--- config.mk ---
export PLATFORM = sky130hd
export DESIGN_NAME = axi_fifo_pkt_arb
export DESIGN_NICKNAME = d
export VERILOG_FILES = /design/src/rtl/axi_fifo_pkt_arb_pkg.sv /design/src/rtl/axi_arb_rr_pick.sv /design/src/rtl/axi_fifo_pkt_arb.sv
export SDC_FILE = /design/constraint.sdc
export NUM_CORES = 1
export LEC_CHECK = 0
export BUFFER_PORTS_ARGS = -buffer_cell sky130_fd_sc_hd__buf_2
export CAP_MARGIN = 20
export CORE_MARGIN = 2
export CORE_UTILIZATION = 38
export CTS_BUF_LIST = sky130_fd_sc_hd__clkbuf_2 sky130_fd_sc_hd__clkbuf_4 sky130_fd_sc_hd__clkbuf_8
export CTS_CLUSTER_DIAMETER = 50
export CTS_CLUSTER_SIZE = 28
export DETAILED_ROUTE_END_ITERATION = 7
export GPL_ROUTABILITY_DRIVEN = 0
export GPL_TIMING_DRIVEN = 0
export PLACE_DENSITY = 0.94
export SLEW_MARGIN = 20
export SYNTH_ARGS = -nofsm -noshare
export SYNTH_HDL_FRONTEND = slang
export SYNTH_SLANG_ARGS = --single-unit
--- constraint.sdc ---
create_clock -name clk -period 3.1 [get_ports clk]
set_input_delay 0.465 -clock clk [delete_from_list [all_inputs] [get_ports clk]]
set_output_delay 0.465 -clock clk [all_outputs]
set_load 0.01 [all_outputs]
--- src/rtl/axi_fifo_pkt_arb_pkg.sv ---
// Shared types and constants for the packet round-robin arbiter and its picker.
package axi_fifo_pkt_arb_pkg;

  typedef enum logic [0:0] {
    ST_IDLE   = 1'b0,
    ST_ACTIVE = 1'b1
  } arb_state_e;

  localparam int SPACE_W = 16;
  localparam int NUM_INPUTS_DEF = 4;

  // At least one bit so a two-input arbiter still has a usable index.
  function automatic int idx_width(input int n);
    return (n <= 2) ? 1 : $clog2(n);
  endfunction

  localparam int IDX_W_DEF = idx_width(NUM_INPUTS_DEF);

endpackage

--- src/rtl/axi_arb_rr_pick.sv ---
// Combinational round-robin picker: first requester above last_winner, wrapping.
module axi_arb_rr_pick
  import axi_fifo_pkt_arb_pkg::*;
#(
  parameter int N     = 4,
  parameter int IDX_W = idx_width(N)
) (
  input  logic [N-1:0]     req,
  input  logic [IDX_W-1:0] last_winner,
  output logic             found,
  output logic [IDX_W-1:0] winner,
  output logic [N-1:0]     winner_oh
);

  logic [IDX_W-1:0] cand;

  always_comb begin
    found     = 1'b0;
    winner    = '0;
    winner_oh = '0;
    cand      = '0;
    // Offset N lands back on last_winner, so it has the lowest priority.
    for (int i = 1; i <= N; i++) begin
      cand = IDX_W'((int'(last_winner) + i) % N);
      if (!found && req[cand]) begin
        found           = 1'b1;
        winner          = cand;
        winner_oh[cand] = 1'b1;
      end
    end
  end

endmodule

--- src/rtl/axi_fifo_pkt_arb.sv ---
// Packet-granular round-robin arbiter feeding one shared FIFO, gated on its free space.
module axi_fifo_pkt_arb
  import axi_fifo_pkt_arb_pkg::*;
#(
  parameter int WIDTH      = 32,
  parameter int NUM_INPUTS = 4,
  parameter int MIN_SPACE  = 16
) (
  input  logic                        clk,
  input  logic                        reset_n,
  input  logic                        clear,
  input  logic [NUM_INPUTS*WIDTH-1:0] i_tdata,
  input  logic [NUM_INPUTS-1:0]       i_tlast,
  input  logic [NUM_INPUTS-1:0]       i_tvalid,
  output logic [NUM_INPUTS-1:0]       i_tready,
  output logic [WIDTH-1:0]            o_tdata,
  output logic                        o_tlast,
  output logic                        o_tvalid,
  input  logic                        o_tready,
  input  logic [SPACE_W-1:0]          fifo_space,
  output logic [NUM_INPUTS-1:0]       grant,
  output logic                        active
);

  localparam int IDX_W = idx_width(NUM_INPUTS);
  localparam logic [IDX_W-1:0] LAST_RST = IDX_W'(NUM_INPUTS - 1);

  arb_state_e             state;
  logic [IDX_W-1:0]       gidx;
  logic [IDX_W-1:0]       last_winner;
  logic                   found;
  logic [IDX_W-1:0]       winner;
  logic [NUM_INPUTS-1:0]  winner_oh;
  logic                   space_ok;
  logic [WIDTH-1:0]       lane [NUM_INPUTS];

  axi_arb_rr_pick #(
    .N     (NUM_INPUTS),
    .IDX_W (IDX_W)
  ) u_pick (
    .req         (i_tvalid),
    .last_winner (last_winner),
    .found       (found),
    .winner      (winner),
    .winner_oh   (winner_oh)
  );

  for (genvar k = 0; k < NUM_INPUTS; k++) begin : g_lane
    assign lane[k] = i_tdata[k*WIDTH +: WIDTH];
  end

  assign space_ok = (MIN_SPACE == 0) || (fifo_space >= SPACE_W'(MIN_SPACE));
  assign active   = (state == ST_ACTIVE);

  always_comb begin
    i_tready = '0;
    o_tdata  = '0;
    o_tlast  = 1'b0;
    o_tvalid = 1'b0;
    if (state == ST_ACTIVE) begin
      o_tdata        = lane[gidx];
      o_tlast        = i_tlast[gidx];
      o_tvalid       = i_tvalid[gidx];
      i_tready[gidx] = o_tready;
    end
  end

  // clear drops the packet but keeps last_winner so fairness survives an abort.
  always_ff @(posedge clk or negedge reset_n) begin
    if (!reset_n) begin
      state       <= ST_IDLE;
      grant       <= '0;
      gidx        <= '0;
      last_winner <= LAST_RST;
    end else if (clear) begin
      state <= ST_IDLE;
      grant <= '0;
    end else begin
      case (state)
        ST_IDLE: begin
          if (found && space_ok) begin
            state       <= ST_ACTIVE;
            grant       <= winner_oh;
            gidx        <= winner;
            last_winner <= winner;
          end
        end
        ST_ACTIVE: begin
          if (o_tvalid && o_tready && o_tlast) begin
            state <= ST_IDLE;
            grant <= '0;
          end
        end
        default: begin
          state <= ST_IDLE;
          grant <= '0;
        end
      endcase
    end
  end

endmodule

; After elaboration in Yosys (flattened, before gate mapping)
; Cells that the tools add are included.
; Widths: inputs -> output; s select.
[classes]
add_sub_neg = 4
n_lt_le_gt_ge = 12
eq_ne = 2
n_mux = 49
bitwise = 7
n_reduce_logical = 16
[ops]
columns = op, count
row1 = $mux 32, 3
row2 = $bmux 32 s2, 1
row3 = $mux 4, 8
row4 = $mux 1, 20
row5 = $ge 16x5->1 const B, 1
row6 = $lt 2x3->1 const B, 5
row7 = $bmux 1 s2, 6
row8 = $or 4x4->4, 3
row9 = $logic_and 1x1->1, 11
row10 = $demux 1 s2, 5
row11 = $ge 2x1->1 const B, 5
row12 = $mux 2, 4
row13 = $pmux 4 s2, 1
row14 = $add 2x1->2 const B, 2
row15 = $add 2x2->2 const B, 2
row16 = $and 4x4->4, 1
row17 = $ge 3x3->1 const B, 1
row18 = $logic_not 1->1, 3
row19 = $ne 3x2->1 const B, 1
row20 = $ne 3x3->1 const B, 1
row21 = $not 2->3, 1
row22 = $reduce_and 3->1, 1
row23 = $not 1->1, 2
row24 = $pmux 1 s2, 1
row25 = $reduce_and 2->1, 1
[word_totals]
register_bits = 9
input_bits = 156
out_inout_bits = 43
elab_cells = 94

; Depth between registers and ports, before layout
; Gate-level depths: netlist (run 1).
[depth]
depth_word = 17
ltp_mapped = 9
ltp_nobuf = 7

; By module
; A second synthesis (run 1) with hierarchy kept.
[unflattened]
hier_cells = 216
area_unflattened_um2 = 2197.1
[by_module_without_submodules]
columns = mod, instances, cells_per_inst, area_each_um2, seq_area_each_um2
row1 = axi_fifo_pkt_arb, 1, 131, 1565.3, 227.7
row2 = axi_arb_rr_pick, 1, 85, 631.9, 0.0

; Worst setup path after synthesis (run 1)
; Ideal clock, no wire load.
[synth_path]
path_type = reg2reg
from = register last_winner[1]
to = register grant[2]
setup_ps = 126
t_arrival_ps = 2328
t_required_ps = 2974
slack_ps = 646
path_stages_with_launch = 10
n_path_buf = 2
synth_period_minus_slack_ps = 2454
cell_sequence = dfstp_2 -> buf_2 -> inv_1 -> ha_1 -> buf_2 -> mux2_2 -> nand4_1 -> and2_1 -> o221ai_1 -> a221o_1
[synth_between]
elab_chain_len = 16
elab_cells_between_ends = 55
cone_classes = add/sub (4) / order compare (8) / eq/ne (1) / mux (27) / bitwise (3) / reduce/logical (12)
[synth_lines]
columns = item, line
row1 = start: declaration, axi_fifo_pkt_arb.sv:30  ; logic [IDX_W-1:0] last_winner;
row2 = start signal: assignment, axi_fifo_pkt_arb.sv:85  ; last_winner <= winner;
row3 = "parallel branches: the longest is 16 deep, another holds $lt 2x3->1", -
row4 = end signal: assignment, axi_fifo_pkt_arb.sv:83  ; grant <= winner_oh;
row5 = end: declaration, axi_fifo_pkt_arb.sv:21  ; output logic [NUM_INPUTS-1:0] grant,
; Parallel ways; which one is timed is not known. The select of a mux whose other input is x is not followed.
; A chain may end at the register's enable or synchronous reset.

; Final worst setup path (run 1)
; Same ends and word-level chain as after synthesis.

==> results of run 1 <==
logic make-up (layout without fill, tap and decap cells):
group / count (synthesis) / count (layout)
multiplexers: 39 / 39
flip-flops: 9 / 9
AO/OA/AOI/OAI: 30 / 30
adder cells (fa/ha/maj): 8 / 8
buffers and inverters: 26 / 222
AND/OR/NAND/NOR: 80 / 80
path summary, 6_finish.rpt:
check | cells past startpoint | startpoint | slack (ps) | end
max reg2reg | 9 | last_winner[1]$_DFFE_PN1P_ | 380 | grant[2]$_DFFE_PN0P_
max in group asynchronous | 1 | reset_n | 2780 | last_winner[1]$_DFFE_PN1P_
min reg2reg | 2 | grant[1]$_DFFE_PN0P_ | 590 | grant[1]$_DFFE_PN0P_
min in group clk | 3 | clear | 560 | active$_DFF_PN0_
min | 1 | reset_n | 70 | gidx[1]$_DFFE_PN0P_
max | 9 | last_winner[1]$_DFFE_PN1P_ | 380 | grant[2]$_DFFE_PN0P_
layer usage:
layer	share of wire [%]	global-route usage (%)	up-vias
li1	-	-	1135
met1	36	33.5	1156
met2	46	47.2	160
met3	16	14.9	23
met4	2.6	10.2	0
met5	0	0	-
area by class of cell:
class,instances,area (µm²)
Multi-Input combinational cell,157,1670
Sequential cell,9,228
Buffer,19,119
Timing Repair Buffer,192,961
Tap cell,70,87.6
Fill cell,477,2000
Inverter,7,26.3
Clock buffer,4,48.8
power by group through the flow:
stage / registers [µW] / clock network, µW / logic, µW
finish: 226 / 143 / 1770
global placement: 223 / 0 / 1720
detailed placement: 225 / 0 / 1760
CTS: 225 / 144 / 1770
global route: 235 / 154 / 1930
floorplan: 220 / 0 / 1230
placed cells by master, fill, tap and decap left out, types with 4 or more instances in the layout:
cell,n
nand2_1,11
a221o_1,4
ha_1,8
inv_1,6
o21ai_0,6
nand2b_1,4
mux4_2,34
nor2_1,5
buf_6,4
and2_1,39
dfrtp_1,7
nor3b_1,4
o221ai_1,4
clkbuf_1,7
buf_2,197
sequential cells by signal, summed over array words and instances (netlist names):
| name | count |
|---|---|
| last_winner | 2 |
| active | 1 |
| gidx | 2 |
| grant | 4 |
metrics by stage:
| step | util (%) | instance area (µm²) |
|---|---|---|
| 4_1_cts | 61.1 | 3140 |
| 3_3_place_gp | 60.2 | 3090 |
| 6_report | 61.1 | 3140 |
| 5_1_grt | 61.1 | 3140 |
| 3_5_place_dp | 60.2 | 3090 |
| 2_1_floorplan | - | 2050 |
==> reports/results.ini, run 1 <==
[synthesis]
synthAdderAreaFrac_pct = 4.89
synth.avg_cell_area_um2 = 10.7
yosys_warnings = 0
ys_ff_latch = 9
synth_seq_area_share_pct = 11.1
syn_area_um2 = 2050
async_reset_ff_share_pct = 100
synth_compound_area_share_pct = 11.9
netlist_instances = 192
synth_simple_gate_area_share_pct = 25.0
synth.top_cells.by_count = 39 x and2_1, 34 x mux4_2, 11 x nand2_1, 8 x ha_1
synth.largest_area_cell = mux4_2
synth_top_family_by_area = multiplexers
synth_edf_count = 0
synthFlopType = dfrtp_1
synth_top_area_share_pct = 37.4
synth_area_leaders = mux4_2 37%, and2_1 12%, dfrtp_1 8.6%
synth.mux.area_fraction_pct = 40.0
synth_fp_nets = 356
synth.distinct_cells = 46
synth_most_common_cell = and2_1
synth_xor_area_share_pct = 0

[power_and_ir_drop]
p_int_uw = 1160
switchingPower_uw = 989
pwr-share-clk_pct = 6.7
p_sw_share_pct = 46.1
ir_drop_v = 0.000381
powerDensity_nw_per_um2 = 682
finalPower_uw = 2140
power_frac_seq_pct = 10.6
p_comb_share_pct = 82.8
power_leakage_uw = 0.00158

[setup_path]
cp_data_arrival_time_ps = 2830
crit_top_cell = buf_2
path_class = flip-flop to flip-flop
critPathTopFamily = flip-flops
critPathBufInv = 3
crit_required_ps = 3210
crit_chain = buf_2, inv_1, ha_1, buf_2, mux2_2, nand4_1, and2_1, o221ai_1, a221o_1
crit_fanout = 10
worst_setup_path_start_kind = flip-flop
endpoint_kind = flip-flop
crit_slowest_cell = dfstp_2
max_stage_delay_ps = 580

[timing]
clock_skew_ps = 4.95
clock.fmax_mhz = 367
rsz0062_at_grt = false
maxSlewViolCount = 0
tightest_slew_ps = 560
maxSlewHeadroom_pct = 62.6
hold_viol_final = 0
setup_tns_ps = 0
setup_violations = 0
hold_ws_ps = 72.8
finalWorstSetupSlack_ps = 378
period_needed_ps = 2720
finalCritPeriodShare_pct = 87.8

[cts]
postCtsSetupBuffers = 0
cts.sinks = 9
numCtsBuffers = 3
tritoncts = yes
clkTransAtPathRegs_ps = 40
clockBufferDepth = 2
root_buffer = clkbuf_8
h-tree-depth = 1
insertion_delay_ps = 230
hold_buffers = 0
post_cts_resized = 0

[placement]
dp_slack_ps = 411
placed_cells = 454
portBuffers = 192
place.detailed.hpwl_mm = 7.66

[grt]
grtUsageTotal_pct = 29.3
antenna_found_initial = 0
grt_max_degree = 12
gr-total-overflow = 0
grt_pass1_wl_mm = 13.6
grt_pass1_vias = 2709

[min_path]
hold_class = primary input to asynchronous set/reset pin

[floorplanning]
fp.dieH_um = 77.4
coreArea_um2 = 5140
rows = 26
initial_utilization_pct = 39.8
dieWidth_um = 77.4
dieArea_um2 = 5990
io_pins = 199

[outcome]
status = finished clean

[drt]
finalWirelength_mm = 8.87
ant_nets = 0
dr.pass1.iters = 4
viasPerCell = 5.40
wl_per_cell_um = 19.4
post-route-drc-count = 0
first_iter_violations = 155
routed-via-count = 2474

[layout]
syn_to_final_growth_pct = 53.6
nNetsFinal = 553
drive_above_1_share_pct = 67.0
layout.cells.non_filler = 458
antenna_cells = 0

[job]
drv_cap = 0

Power figures use the tool's default switching activity.
==> run 2: changes to the inputs <==
RECOVER_POWER = 25   (was unset)
==> run 2 against run 1 <==
Largest power group unchanged; clock-buffer cell count did not move; cell count rose by 0.22%; maximum frequency fell by 1.4%; design area fell by 0.28%; via count rose by 0.61%; combinational power barely moved; worst hold slack improved by 79 ps; critical path depth fell by 4; sequential power barely moved; register-to-register slack got worse by 20 ps; non-clock buffer count did not move; critical path type is now flip-flop to output pin.
==> reports/results.ini, run 2 (synthesis gave the netlist of run 1 again) <==
[cts]
hold_buffers = 0
numCtsBuffers = 3
h-tree-depth = 1
post_cts_resized = 0
tritoncts = yes
insertion_delay_ps = 230
clockBufferDepth = 2
cts.sinks = 9
clkTransAtPathRegs_ps = 40
postCtsSetupBuffers = 0
root_buffer = clkbuf_8

[layout]
num-fill-cells = 474
register_area_um2 = 228
nNetsFinal = 553
largest_register_ffs = 4
final_cell_mix = 191 x buf_2, 39 x and2_1, 34 x mux4_2
largest-register = grant
top_regs = grant: 4 flops, gidx: 2 flops, last_winner: 2 flops
final_common_cell = buf_2
drive_above_1_share_pct = 65.2
final_area_um2 = 3130
multi_input_area_um2 = 1670
syn_to_final_growth_pct = 53.2

[power_and_ir_drop]
power_frac_seq_pct = 10.6
p_int_uw = 1150
powerDensity_nw_per_um2 = 683
power_leakage_uw = 0.00156
p_comb_share_pct = 82.8
switchingPower_uw = 996
pwr-share-clk_pct = 6.6
ir_drop_v = 0.000384
p_sw_share_pct = 46.5

[timing]
rsz0062_at_grt = false
maxSlewViolCount = 0
finalCritPeriodShare_pct = 89.1
setup_tns_ps = 0
setup_violations = 0
period_needed_ps = 2760
tightest_slew_ps = 654
clock_skew_ps = 3.92
hold_viol_final = 0
maxSlewHeadroom_pct = 56.4
clock.fmax_mhz = 362

[setup_path]
reg2reg_from = last_winner[1]$_DFFE_PN1P_
crit_slowest_cell = clkbuf_1
rrSetupSlack_ps = 360
worst_setup_path_start_kind = flip-flop
crit_top_cell = clkbuf_1
r2r_end = grant[2]$_DFFE_PN0P_
r2r_cells = 9
cp_data_arrival_time_ps = 2300
endpoint_kind = output pin
path_class = flip-flop to output pin
crit_chain = clkbuf_1, clkbuf_1, mux4_2, and2_1, buf_2
crit_fanout = 10
max_stage_delay_ps = 510
crit_required_ps = 2630

[drt]
dr.pass1.iters = 4
post-route-drc-count = 0
ant_nets = 0
wl_per_cell_um = 19.4
routed-via-count = 2489
finalWirelength_mm = 8.92
first_iter_violations = 154
viasPerCell = 5.42

[grt]
grt_pass1_vias = 2709
grt_pass1_wl_mm = 13.6
grtUsageTotal_pct = 29.3
grt_max_degree = 12
gr-total-overflow = 0
antenna_found_initial = 0

[job]
drv_cap = 0

[min_path]
hold_class = primary input to asynchronous set/reset pin

[floorplanning]
dieWidth_um = 77.4
fp.dieH_um = 77.4
dieArea_um2 = 5990
rows = 26
io_pins = 199
coreArea_um2 = 5140
initial_utilization_pct = 39.8

[placement]
place.detailed.hpwl_mm = 7.66
place_area_um2 = 3090
portBuffers = 192

[outcome]
status = finished clean

[run 2: cell count changes in the layout (fill, tap and decap cells not counted)]
cell | before | now
buf_4 | 3 | 2
clkbuf_1 | 7 | 14
buf_2 | 197 | 191
diode_2 | 0 | 1
[run 2: routing by layer]
layer	up-vias	share of wire [%]	track usage, %
met2	164	46	47.2
met3	21	15	14.9
li1	1139	-	-
met4	0	2.5	10.2
met5	-	0	0
met1	1165	36	33.5
[run 2: through the flow]
step / cells / utilization (%) / power, µW / hold WS (ps) / setup WS, ps
after floorplan: 192 / - / 1450 / 169 / 646
after global placement: 454 / 60.2 / 1940 / 316 / 477
after detailed placement: 454 / 60.2 / 1980 / 320 / 411
after CTS: 458 / 61.1 / 2140 / 76.4 / 404
after global routing: 458 / 60.9 / 2310 / 191 / 221
final: 459 / 61.0 / 2140 / 152 / 339
[run 2: how the worst max path moves through the flow]
| stage | cells after the start | from | slack, ps | endpoint |
|---|---|---|---|---|
| floorplan | 9 | last_winner[1]$_DFFE_PN1P_ | 650 | grant[2]$_DFFE_PN0P_ |
| global placement | 9 | last_winner[1]$_DFFE_PN1P_ | 480 | grant[2]$_DFFE_PN0P_ |
| detailed placement | 9 | last_winner[1]$_DFFE_PN1P_ | 410 | grant[2]$_DFFE_PN0P_ |
| CTS | 9 | last_winner[1]$_DFFE_PN1P_ | 400 | grant[2]$_DFFE_PN0P_ |
| global route | 5 | gidx[1]$_DFFE_PN0P_ | 220 | o_tdata[20] |
| finish | 5 | gidx[1]$_DFFE_PN0P_ | 340 | o_tdata[8] |
[run 2: area by class of cell]
cell class,count,share of cell area (%)
Multi-Input combinational cell,157,53.4
Timing Repair Buffer,192,30.4
Sequential cell,9,7.27
Buffer,19,3.67
Tap cell,70,2.79
Clock buffer,4,1.56
Inverter,7,0.838
Antenna cell,1,0.0798
[run 2: power by group through the flow]
stage	Clock, µW	Combinational, µW	Sequential [µW]
finish	142	1770	227
global route	154	1920	236
CTS	144	1770	225
detailed placement	0	1760	225
global placement	0	1720	223
floorplan	0	1230	220
[run 2: worst max-delay path, delay by kind of cell, from the launching register on]
family	cells	cell delay [ps]
AND/OR/NAND/NOR	1	180
flip-flops	1	310
multiplexers	1	430
buffers and inverters	3	1140
==> run 3: changes to the inputs <==
ABC_AREA = 1   (was unset)
CORE_AREA = 2 2 76 78   (was unset)
CORE_MARGIN = unset   (was 2)
CORE_UTILIZATION = unset   (was 38)
DIE_AREA = 0 0 78 80   (was unset)
PLACE_DENSITY = 0.88   (was 0.94)
==> run 3 against run 2 <==
Combinational power up 2%; critical path depth grew 1; maximum frequency is 5.5% higher; critical path type unchanged; largest power group unchanged.
==> reports/results.ini, run 3 <==
[synthesis]
async_reset_ff_share_pct = 100
synth_most_common_cell = nand2_1
synth.top_cells.by_count = 112 x nand2_1, 33 x a22oi_1, 33 x a31oi_1, 24 x nand3_1, 13 x inv_1
ys_ff_latch = 9
synth.largest_area_cell = nand2_1
synth_fp_nets = 463
synth_edf_count = 0
synth_seq_area_share_pct = 13.0
synth.avg_cell_area_um2 = 5.85
synthFlopType = dfrtp_1
netlist_instances = 299
synth_area_leaders = nand2_1 24%, a22oi_1 14%, a31oi_1 12%
syn_area_um2 = 1750
synth_top_area_share_pct = 24.0
yosys_warnings = 0
synth.distinct_cells = 27

[floorplanning]
dieArea_um2 = 6240
io_pins = 199
coreArea_um2 = 5410
rows = 27
initial_utilization_pct = 32.4
dieWidth_um = 78
fp.dieH_um = 80

[grt]
grtUsageTotal_pct = 24.2
antenna_found_initial = 0
grt_pass1_vias = 2668
grt_max_degree = 12
grt_pass1_wl_mm = 12.2
gr-total-overflow = 0

[setup_path]
reg2reg_from = last_winner[0]$_DFFE_PN1P_
endpoint_kind = output pin
crit_fanout = 10
path_class = flip-flop to output pin
crit_slowest_cell = clkbuf_1
crit_chain = clkbuf_1, nor2_1, clkbuf_1, a22oi_1, a31oi_1, buf_2
cp_data_arrival_time_ps = 2150
max_stage_delay_ps = 380
crit_top_cell = clkbuf_1
crit_required_ps = 2630
critPathTopFamily = buffers and inverters
worst_setup_path_start_kind = flip-flop
critPathBufInv = 3
cp-startpoint = gidx[0]$_DFFE_PN0P_

[timing]
tightest_slew_ps = 499
clock_skew_ps = 6.09
maxSlewHeadroom_pct = 66.7
finalCritPeriodShare_pct = 84.4
hold_viol_final = 0
rsz0062_at_grt = false
period_needed_ps = 2620
setup_tns_ps = 0
clock.fmax_mhz = 382
maxSlewViolCount = 0
setup_violations = 0

[layout]
syn_to_final_growth_pct = 62.9
antenna_cells = 0
top_regs = grant: 4 flops, gidx: 2 flops, last_winner: 2 flops
nNetsFinal = 662
final_common_cell = buf_2
register_area_um2 = 228
fin_util_pct = 52.8
largest-register = grant
num-fill-cells = 565
final_cell_mix = 195 x buf_2, 112 x nand2_1, 33 x a22oi_1, 33 x a31oi_1, 24 x nand3_1
multi_input_area_um2 = 1390
largest_register_ffs = 4
drive_above_1_share_pct = 43.9

[cts]
postCtsSetupBuffers = 0
insertion_delay_ps = 240
hold_buffers = 0
clockBufferDepth = 2
numCtsBuffers = 3
root_buffer = clkbuf_8
cts.sinks = 9
tritoncts = yes
h-tree-depth = 1
post_cts_resized = 0
clkTransAtPathRegs_ps = 50

[drt]
viasPerCell = 5.23
wl_per_cell_um = 14.8
routed-via-count = 2977
post-route-drc-count = 0
finalWirelength_mm = 8.43
first_iter_violations = 126
ant_nets = 0
dr.pass1.iters = 5

[power_and_ir_drop]
powerDensity_nw_per_um2 = 774
power_leakage_uw = 0.00155
ir_drop_v = 0.000518

[placement]
place.detailed.hpwl_mm = 6.97
portBuffers = 194

[job]
drv_cap = 0

[outcome]
status = finished clean

[min_path]
hold_class = primary input to asynchronous set/reset pin

run 3: per-stage QoR:
stage / total power (µW) / hold slack [ps] / cell area [µm²] / setup WS, ps / cells
after floorplan: 1430 / 169 / 1750 / 1240 / 299
after CTS: 2200 / 81.6 / 2860 / 608 / 569
after global routing: 2430 / 198 / 2850 / 317 / 569
final: 2210 / 163 / 2850 / 484 / 569
after global placement: 1990 / 316 / 2810 / 868 / 565
after detailed placement: 2040 / 329 / 2810 / 865 / 565
run 3: worst paths after layout:
path                                         endpoint  slack, ps  cells past startpoint
max                                        o_tdata[1]        480                      6
min in group clk                 grant[1]$_DFFE_PN0P_        510                      2
min                              grant[0]$_DFFE_PN0P_        160                      1
max in group asynchronous  last_winner[1]$_DFFE_PN1P_       2580                      1
min reg2reg                      grant[1]$_DFFE_PN0P_        510                      2
max reg2reg                      grant[2]$_DFFE_PN0P_        880                     10
run 3: kinds of logic after synthesis:
logic type / count (synthesis) / synth area share (%)
flops: 9 / 13.0
simple gates: 170 / 42.7
fa+ha+maj: 8 / 5.72
buf+inv: 34 / 7.86
compound gates: 78 / 30.7
run 3: cell type report:
class / count / area share, %
sequential: 9 / 7.99
inverter: 18 / 2.37
buffer: 16 / 2.41
timing repair buffer: 194 / 33.8
multi-input combinational: 256 / 48.6
tap: 72 / 3.16
clock buffer: 4 / 1.71
run 3: worst register-to-register path, delay by kind of cell (launching register included):
family | cells | cell delay (ps)
AND/OR/NAND/NOR | 6 | 640
AO/OA/AOI/OAI | 1 | 150
flip-flops | 1 | 660
buffers and inverters | 2 | 280
adder cells (fa/ha/maj) | 1 | 380
run 3: metal layers:
| metal | GRT usage [%] | wire length [µm] | up-vias |
|---|---|---|---|
| li1 | - | - | 1455 |
| met4 | 5.09 | 134 | 0 |
| met1 | 28.8 | 3160 | 1309 |
| met2 | 40.5 | 3990 | 187 |
| met3 | 10.6 | 1150 | 26 |
| met5 | 0 | 0 | - |
run 3: report_power, final:
part | total [µW] | internal [µW] | switching (µW) | leakage [µW]
clock | 149 | 98.7 | 50.5 | 0.0000262
combinational | 1810 | 653 | 1160 | 0.00141
sequential | 249 | 177 | 72.0 | 0.000112
